## config.mk

```make
export PLATFORM = sky130hd
export DESIGN_NAME = scrambler_sync_param
export DESIGN_NICKNAME = d
export VERILOG_FILES = /design/src/rtl/scrambler_sync_param.sv
export SDC_FILE = /design/constraint.sdc
export NUM_CORES = 1
export LEC_CHECK = 0
export BUFFER_PORTS_ARGS = -buffer_cell sky130_fd_sc_hd__buf_2
export CORE_UTILIZATION = 35
export CTS_CLUSTER_DIAMETER = 150
export DETAILED_ROUTE_END_ITERATION = 6
export HOLD_SLACK_MARGIN = 0.02
export MAX_ROUTING_LAYER = met4
export PLACE_DENSITY = 0.55
export SETUP_SLACK_MARGIN = 0.05
export SLEW_MARGIN = 20
export SYNTH_ARGS = -nofsm -noshare
export SYNTH_HDL_FRONTEND = slang
export SYNTH_SLANG_ARGS = --single-unit
export TNS_END_PERCENT = 10
```

## constraint.sdc

```tcl
create_clock -name CLK -period 1.4 [get_ports CLK]
set_input_delay 0.07 -clock CLK [delete_from_list [all_inputs] [get_ports CLK]]
set_output_delay 0.07 -clock CLK [all_outputs]
set_load 0.02 [all_outputs]
```

## src/rtl/scrambler_sync_param.sv

```systemverilog
// Self-synchronous scrambler / descrambler, polynomial x^TAP_B + x^TAP_A + 1.
// MODE=0 scrambles (history fed with output bits), MODE=1 descrambles
// (history fed with received bits). One registered output stage with a
// valid/ready handshake, plus a synchronous seed reload.
// Optional feature: define SCR_BYPASS_EN to add the per-word bypass port.
module scrambler_sync_param #(
  parameter int unsigned     DATA_W  = 64,
  parameter int unsigned     MODE    = 0,
  parameter int unsigned     TAP_A   = 39,
  parameter int unsigned     TAP_B   = 58,
  parameter logic [TAP_B-1:0] SEED   = '1,
  parameter int unsigned     REVERSE = 0
) (
  input  logic              CLK,
  input  logic              RST_N,
  input  logic              in_valid,
  output logic              in_ready,
  input  logic [DATA_W-1:0] in_data,
  output logic              out_valid,
  input  logic              out_ready,
  output logic [DATA_W-1:0] out_data,
`ifdef SCR_BYPASS_EN
  input  logic              bypass,
`endif
  input  logic              seed_load
);

  localparam bit FEED_OUT = (MODE == 32'd0);
  localparam bit REV      = (REVERSE != 32'd0);

  // state_q[j] is the history bit j+1 positions before the next wire bit
  logic [TAP_B-1:0]  state_q;
  logic [TAP_B-1:0]  hist;
  logic [TAP_B-1:0]  state_nxt;
  logic [DATA_W-1:0] d_w;
  logic [DATA_W-1:0] y_w;
  logic [DATA_W-1:0] word_c;
  logic              bit_y;
  logic              xfer;
  logic              bypass_c;

  // One-entry pipeline: accept whenever the output slot is free or draining
  assign in_ready = !out_valid || out_ready;
  assign xfer     = in_valid && in_ready;

`ifdef SCR_BYPASS_EN
  assign bypass_c = bypass;
`else
  assign bypass_c = 1'b0;
`endif

  // Bit-serial evaluation of one word in wire order, unrolled across DATA_W
  always_comb begin
    d_w       = '0;
    y_w       = '0;
    word_c    = '0;
    bit_y     = 1'b0;
    hist      = state_q;
    state_nxt = state_q;
    for (int k = 0; k < int'(DATA_W); k++) begin
      d_w[k] = REV ? in_data[int'(DATA_W) - 1 - k] : in_data[k];
    end
    for (int k = 0; k < int'(DATA_W); k++) begin
      bit_y  = d_w[k] ^ hist[TAP_A-1] ^ hist[TAP_B-1];
      y_w[k] = bit_y;
      hist   = {hist[TAP_B-2:0], (FEED_OUT ? bit_y : d_w[k])};
    end
    state_nxt = hist;
    for (int k = 0; k < int'(DATA_W); k++) begin
      if (REV) word_c[int'(DATA_W) - 1 - k] = y_w[k];
      else     word_c[k] = y_w[k];
    end
    if (bypass_c) word_c = in_data;
  end

  // Output register: load on transfer, drop valid once drained
  always_ff @(posedge CLK or negedge RST_N) begin
    if (!RST_N) begin
      out_valid <= 1'b0;
      out_data  <= '0;
    end else if (xfer) begin
      out_valid <= 1'b1;
      out_data  <= word_c;
    end else if (out_ready) begin
      out_valid <= 1'b0;
    end
  end

  // History register: advances only on a processed transfer; seed reload wins
  always_ff @(posedge CLK or negedge RST_N) begin
    if (!RST_N) begin
      state_q <= SEED;
    end else if (seed_load) begin
      state_q <= SEED;
    end else if (xfer && !bypass_c) begin
      state_q <= state_nxt;
    end
  end

endmodule

```

# Yosys cells after proc, flatten, opt, wreduce, memory -nomap -nowiden
# Index checks and enable logic that the tools add are counted.
# word_totals
regBits	123
memories	0
elab_cells	140
input_bits	69
latch_bits	0
rom_bits	0
ram_bits	0
# op_classes
order_cmp	0
n_eq_ne	0
bitwise	128
mul	0
addsub	0
muxes	4
shifts	0
reduce_logical	5
div	0
# op_table
op	count
XOR 1 bit	128
2-to-1 mux 58 bit	2
nonzero test 2 bit	2
2-to-1 mux 1 bit	2
logical AND 1 bit	1
zero test 1 bit	1
logical OR 1 bit	1

# Logic depth before layout (Yosys ltp)
# Gate-level depths: netlist of the first run.
# depth
word_depth	6
ltp_mapped	6

# Least setup slack after synthesis of the first run
# No wires, ideal clock.
# synth_timing
path_kind	register -> register
start	register out_valid
end	register state_q[36]
setup_time_ns	0.082
t_required_ns	1.318
stages_incl_launch_ff	7
slack_ns	-0.060
t_arrival_ns	1.378
path_cell_list	dfrtp_1 > nor2b_4 > buf_6 > nand2b_4 > buf_6 > buf_6 > a211o_1
# synth_via
elab_chain_cells	4
# synth_rtl
element	line	text
start: declaration	19	output logic out_valid,
start signal: assignment	79	out_valid <= 1'b0;
start signal: assignment	82	out_valid <= 1'b1;
start signal: assignment	85	out_valid <= 1'b0;
zero test 1 bit	43	assign in_ready = !out_valid || out_ready;
logical OR 1 bit	43	
logical AND 1 bit	44	assign xfer = in_valid && in_ready;
nonzero test 2 bit (no line)	--	
end signal: assignment	96	state_q <= state_nxt;
end: declaration	32	logic [TAP_B-1:0] state_q;
# No other way between the ends.
# A chain may end at the register's enable or synchronous reset.

# Worst setup path in the final report of the first run
# layout_timing
start	register state_q[54]
end	register state_q[21]
# layout_via
elab_chain_cells	5
# layout_rtl
element	line	text
XOR 1 bit (3 in a row)	64	bit_y = d_w[k] ^ hist[TAP_A-1] ^ hist[TAP_B-1];
2-to-1 mux 58 bit	95	end else if (xfer && !bypass_c) begin
2-to-1 mux 58 bit	93	end else if (seed_load) begin
# No other way between the ends. The select of a mux whose other input is x is not followed.

==> summary.md, run 1 <==
| Metric | Value |
|---|---|
| Endpoint class of the critical path | `flip-flop` |
| Synth unique cells | `19` |
| Gp weighted congestion | `0.841` |
| Overall power | `13.7 mW` |
| Cell Chain, Critical Path | `xnor3_2, xnor2_4, o211ai_1` |
| Mapped Cells | `473` |
| Core Region | `17200 um^2` |
| Die height | `~130 um` |
| TritonCTS clock tree | `built` |
| Global-route usage over all layers | `23.1%` |
| Critical Path Slowest Stage Cell | `dfstp_2` |
| Post-route DRC | `0` |
| Site Rows | `48` |
| Final worst-path setup slack | `-146 ps` |
| Power density over the cells | `1560 nW/um^2` |
| WL per Instance | `22.6 um` |
| Period utilization | `110%` |
| Count leader, synth | `o21ai_0` |
| Class of the worst hold path | `input port to asynchronous set/reset pin` |
| Antenna-violating nets left | `0` |
| Mapped Area | `a little over 6000 um^2` |
| Via Count | `4824` |
| Top delay family on crit path | `XOR/XNOR gates` |
| Ports | `135` |
| PortBufs | `134` |
| H-tree Lvls | `4` |
| Final setup fails | `71` |
| Max-slew violation count | `0` |
| Req. time, crit path | `1730 ps` |
| Final hold viol count | `0` |
| CP peak stage delay | `530 ps` |
| Max Freq | `0.647 GHz` |
| Vias in the first global route | `4761` |
| Most instantiated cells after synthesis | `o21ai_0 (84), dfrtp_1 (65), dfstp_2 (58)` |
| Starting density of the core | `35.7%` |
| GR Overflow Total | `0` |
| Syn Nets | `542` |
| Tightest Pin Transition | `442 ps` |
| Vias per inst | `between 5 and 6` |
| Warnings, synthesis | `0` |
| Largest net degree at the start of global routing | `45` |
| CP bufs+invs | `0` |
| Pre-antenna DRT Iters | `5` |
| Worst-case clock buffer depth | `2` |
| Final net count | `739` |
| Async S/R FF share, synth | `100%` |
| Biggest area consumer among synthesized cells | `dfrtp_1` |
| Status | `finished with violations` |
| Clock-pin slew on the worst setup and hold paths | `approximately 60 ps` |
| Max-capacitance violation count | `0` |
| Clock Latency Late Sink | `420 ps` |
| Largest cells by area after synthesis | `dfrtp_1 (26%), dfstp_2 (25%), xnor3_1 (16%)` |
| Post-Syn Area per Cell | `13.0 um^2` |
| Maximum vdd drop | `0.985 mV` |
| Post-Place Cells | `858` |
| Die W | `between 100 and 150 um` |
| WP data arrival | `~1900 ps` |
| Hpwl dp | `between 10000 and 15000 um` |
| Primary FF master, synth | `dfrtp_1` |
| First-pass GRT wire length | `29400 um` |
| Crit Path Class | `flip-flop to flip-flop` |
| Share of post-route cells with drive strength above 1 | `54.6%` |
| Initial antenna violation count | `0` |
| Iter 0 DRT Violations | `324` |
| Relative slew slack | `70.3%` |
| RSZ-0062 raised after global routing | `true` |
| P&R area growth vs syn | `41.8%` |
| Seq cells post-synth | `123` |
| Post-synth EDFFs | `0` |
| Clock sink total | `123` |
| Diodes inserted | `0` |
| Non-Filler Instances | `908` |
| Leakage | `4.29 nW` |
| Final wirelength | `20500 um` |
| Failing checks | `negative setup slack` |
| CTS buffer count | `17` |
| Final Hold Slack | `63.4 ps` |
| Minimum clock period | `around 1500 ps` |
| Crit path max fanout | `2` |
| CP startpoint kind | `flip-flop` |
| Clock skew | `5.60 ps` |
| Seq/Total Area, Yosys | `51.1%` |
| DIE AREA | `18100 um^2` |
| Synth top area share | `26.4%` |
| Root buffer cell | `clkbuf_16` |
[per-layer routing]
metal  global-route usage, %  vias to the layer above  share of wire [%]
li1                        -                     2133                  -
met1                    33.5                     2457                 46
met2                    32.2                      214                 45
met3                    5.18                       20                7.1
met4                    6.99                        0                1.4
met5                       -                        -                  0
[timing repair]
action                                  CTS  global route
gates cloned                              0             8
pin swaps                                36            44
hold buffers                              3             0
endpoints found under the hold margin    88             0
gates resized for setup                  54            50
endpoints found under the setup margin  114           121
buffers inserted                          3             5
[cell type report]
cell class	instances	area, um^2
Fill cell	1566	8500
Tap cell	225	282
Timing Repair Buffer	215	1550
Multi-Input combinational cell	310	3190
Sequential cell	123	3150
Clock buffer	24	482
Clock inverter	8	67.6
Inverter	3	11.3
[cell usage in the layout, fill, tap and decap left out]
cell type	netlist	routed
xnor3_1	45	27
nor3_4	0	4
buf_12	0	9
nor3_2	0	26
clkinv_2	0	6
inv_2	0	1
xnor2_4	0	2
o211ai_1	25	25
a211o_1	33	33
nand2b_4	1	2
clkinvlp_4	0	1
dfstp_2	58	58
buf_2	8	133
clkbuf_16	0	24
nor2b_4	1	1
buf_4	0	57
xnor2_2	0	16
clkbuf_1	24	4
xnor2_1	50	32
inv_1	2	2
dfrtp_1	65	64
o21ai_0	84	63
buf_6	5	6
o21ai_2	0	4
nor3_1	33	3
bufinv_16	0	1
dfrtp_2	0	1
clkbuf_8	0	3
xnor3_2	0	18
a21o_1	33	33
dlygate4sd3_1	0	3
nand2_1	1	1
o21ai_1	3	20
[registers in the layout, indices dropped and copies added (netlist names)]
name       flops
out_valid      1
state_q       58
out_data      64
[per-stage QoR]
step / area [um^2] / TNS, ps / worst slack (ps) / util (%)
6_report: 8730 / -2650 / -146 / 50.7
5_1_grt: 8730 / -6670 / -195 / 50.7
4_1_cts: 8340 / -2230 / -134 / 48.4
3_5_place_dp: 7520 / -4920 / -297 / 43.6
3_3_place_gp: 7520 / -4600 / -337 / 43.6
2_1_floorplan: 6160 / -360 / -8.69 / -
[where the power goes]
part,switching [mW],internal [mW],total (mW)
registers,0.518,4.39,4.91
clock network,1.60,2.56,4.16
logic,2.41,2.18,4.60
[worst reg2reg max path: stages, from the launching register on]
cell,delay [ps]
dfstp_2,530
xnor3_2,490
xnor2_4,190
o211ai_1,240
[cells by family (layout without fill, tap and decap cells)]
family,Yosys count,in the layout,synth area share [%]
xor+xnor,95,95,23.6
simple gates,36,37,3.19
buf+inv,41,250,3.27
compound gates,178,178,18.8
flops,123,123,51.1
[worst paths after layout]
kind | from | endpoint | slack (ps) | cells after the start
max in group asynchronous | RST_N | state_q[55] | 760 | 3
max reg2reg | state_q[54] | state_q[21] | -150 | 3
min in group CLK | in_data[62] | out_data[62] | 90 | 3
max | state_q[54] | state_q[21] | -150 | 3
min reg2reg | out_data[38] | out_data[38] | 470 | 1
min | RST_N | out_data[15] | 60 | 2
Power figures use the tool's default switching activity.
==> run 2, diff against run 1 <==
- clock period: 1.4 -> 1.3 ns (I/O delays scaled with it)
==> summary.md, run 2 (same netlist as run 1, synthesis figures left out) <==
| Metric | Value |
|---|---|
| Period utilization | `121%` |
| WP data arrival | `1900 ps` |
| DIE AREA | `18100 um^2` |
| Share of post-route cells with drive strength above 1 | `about 55%` |
| Fin area | `8720 um^2` |
| Starting density of the core | `35.7%` |
| Cts hold-fix bufs | `3` |
| Core Region | `between 15000 and 20000 um^2` |
| Ports | `135` |
| Class of the worst hold path | `input port to flip-flop` |
| Die W | `around 130 um` |
| Failing checks | `negative hold slack, negative setup slack` |
| Part of the power in the clock network | `between 30% and 40%` |
| CP bufs+invs | `1` |
| Status | `finished with violations` |
| Top delay family on crit path | `XOR/XNOR gates` |
| Vias per inst | `approximately 5.2` |
| Gp weighted congestion | `0.839` |
| Clock sink total | `123` |
| Post-route DRC | `0` |
| Max Freq | `0.637 GHz` |
| Largest regs | `out_data: 64 flops, state_q: 58 flops, out_valid: 1 flops` |
| Largest register FFs | `64` |
| Final Hold Slack | `-50.0 ps` |
| Placed cell area | `7570 um^2` |
| Final setup fails | `~120` |
| Relative slew slack | `roughly 69%` |
| Worst-case clock buffer depth | `2` |
| Largest Register | `out_data` |
| Minimum clock period | `1570 ps` |
| Maximum vdd drop | `1.04 mV` |
| GR Overflow Total | `0` |
| Power share of the combinational group | `33.8%` |
| TritonCTS clock tree | `built` |
| Tightest Pin Transition | `roughly 470 ps` |
| CTS buffer count | `17` |
| Crit path max fanout | `2` |
| H-tree Lvls | `4` |
| Largest net degree at the start of global routing | `73` |
| Clock Latency Late Sink | `420 ps` |
| Crit Path Class | `flip-flop to flip-flop` |
| P&R area growth vs syn | `41.5%` |
| Commonest non-fill, non-tap cell in the layout | `buf_2` |
| Clock-pin slew on the worst setup and hold paths | `~60 ps` |
| Final wirelength | `slightly below 20000 um` |
| Critical Path Slowest Stage Cell | `dfstp_2` |
| Leakage | `around 4.3 nW` |
| Fin Setup TNS | `-10550 ps` |
| Most frequent cells in the layout | `buf_2 (132), dfrtp_1 (64), o21ai_0 (61), buf_4 (59), dfstp_2 (58)` |
| Pre-antenna DRT Iters | `5` |
| CP startpoint kind | `flip-flop` |
| Final worst-path setup slack | `-269 ps` |
| WL per Instance | `roughly 22 um` |
| Iter 0 DRT Violations | `about 380` |
| First-pass GRT wire length | `just under 30000 um` |
| Max-capacitance violation count | `0` |
| Clock skew | `9.08 ps` |
| Req. time, crit path | `1630 ps` |
| Final net count | `738` |
| Power density over the cells | `~1700 nW/um^2` |
| Hpwl dp | `13500 um` |
| Root buffer cell | `clkbuf_16` |
| Cell Chain, Critical Path | `xnor3_1, xnor2_2, buf_4, o211ai_1` |
| Initial antenna violation count | `1` |
| Switching portion of total power | `roughly 33%` |
| Reg power frac | `36.2%` |
| RSZ-0062 raised after global routing | `true` |
| Pint | `approximately 9.8 mW` |
| Net switching power | `4.83 mW` |
| Endpoint class of the critical path | `flip-flop` |
| Max-slew violation count | `0` |
| Vias in the first global route | `between 4000 and 5000` |
| Final hold viol count | `1` |
| Site Rows | `48` |
| Die height | `135 um` |
| PortBufs | `134` |
| Via Count | `approximately 4800` |
| Global-route usage over all layers | `22.9%` |
| Antenna-violating nets left | `0` |
| CP peak stage delay | `540 ps` |
==> run 2: path summary, 6_finish.rpt <==
check                        startpoint      endpoint  slack [ps]  cells after the start
min in group asynchronous         RST_N  out_data[28]         180                      3
hold reg to reg            out_data[26]  out_data[26]         470                      1
setup reg to reg            state_q[36]   state_q[22]        -270                      4
hold / removal                out_ready     out_valid         -50                      4
setup / recovery            state_q[36]   state_q[22]        -270                      4
max in group asynchronous         RST_N  out_data[33]         660                      3
==> run 2: cell type report <==
type / instances / area (um^2)
sequential: 123 / 3150
clock buffer: 23 / 468
fill: 1531 / 8520
multi-input combinational: 310 / 3220
tap: 225 / 282
clock inverter: 8 / 72.6
antenna: 1 / 2.50
timing repair buffer: 214 / 1510
inverter: 3 / 11.3
==> run 2: layer usage <==
layer  wire, um  GRT usage (%)
met4        285           6.99
met5          0              -
met3       1240           4.05
met2       9130           33.1
met1       9230           32.9
==> run 2: worst reg2reg max path, cell delays in order, from the launching register on <==
cell and delay, ps:
dfstp_2 540, xnor3_1 440, xnor2_2 170, buf_4 150, o211ai_1 190
==> run 2: metrics by stage <==
stage	cells	worst slack (ps)	hold WS [ps]	total power [mW]	utilization (%)
2_1_floorplan	473	-109	-231	7.79	-
3_3_place_gp	865	-411	-128	9.69	43.9
3_5_place_dp	865	-399	-128	9.73	43.9
4_1_cts	899	-257	-48.1	14.4	48.7
5_1_grt	907	-302	-24.8	15.2	50.6
6_report	907	-269	-50.0	14.6	50.6
==> run 2: repair_timing <==
item / 4_1_cts / 5_1_grt
cloned: 0 / 6
endpoints found under the hold margin: 99 / 1
buffers inserted: 1 / 2
gates resized for setup: 67 / 45
setup endpoints to repair: 123 / 123
pin swaps: 38 / 18
==> run 2: power groups by stage <==
stage	combinational [mW]	sequential (mW)	clock (mW)
2_1_floorplan	1.92	5.88	0
3_3_place_gp	4.38	5.31	0
3_5_place_dp	4.40	5.34	0
4_1_cts	4.70	5.29	4.44
5_1_grt	5.26	5.37	4.60
6_report	4.93	5.29	4.38
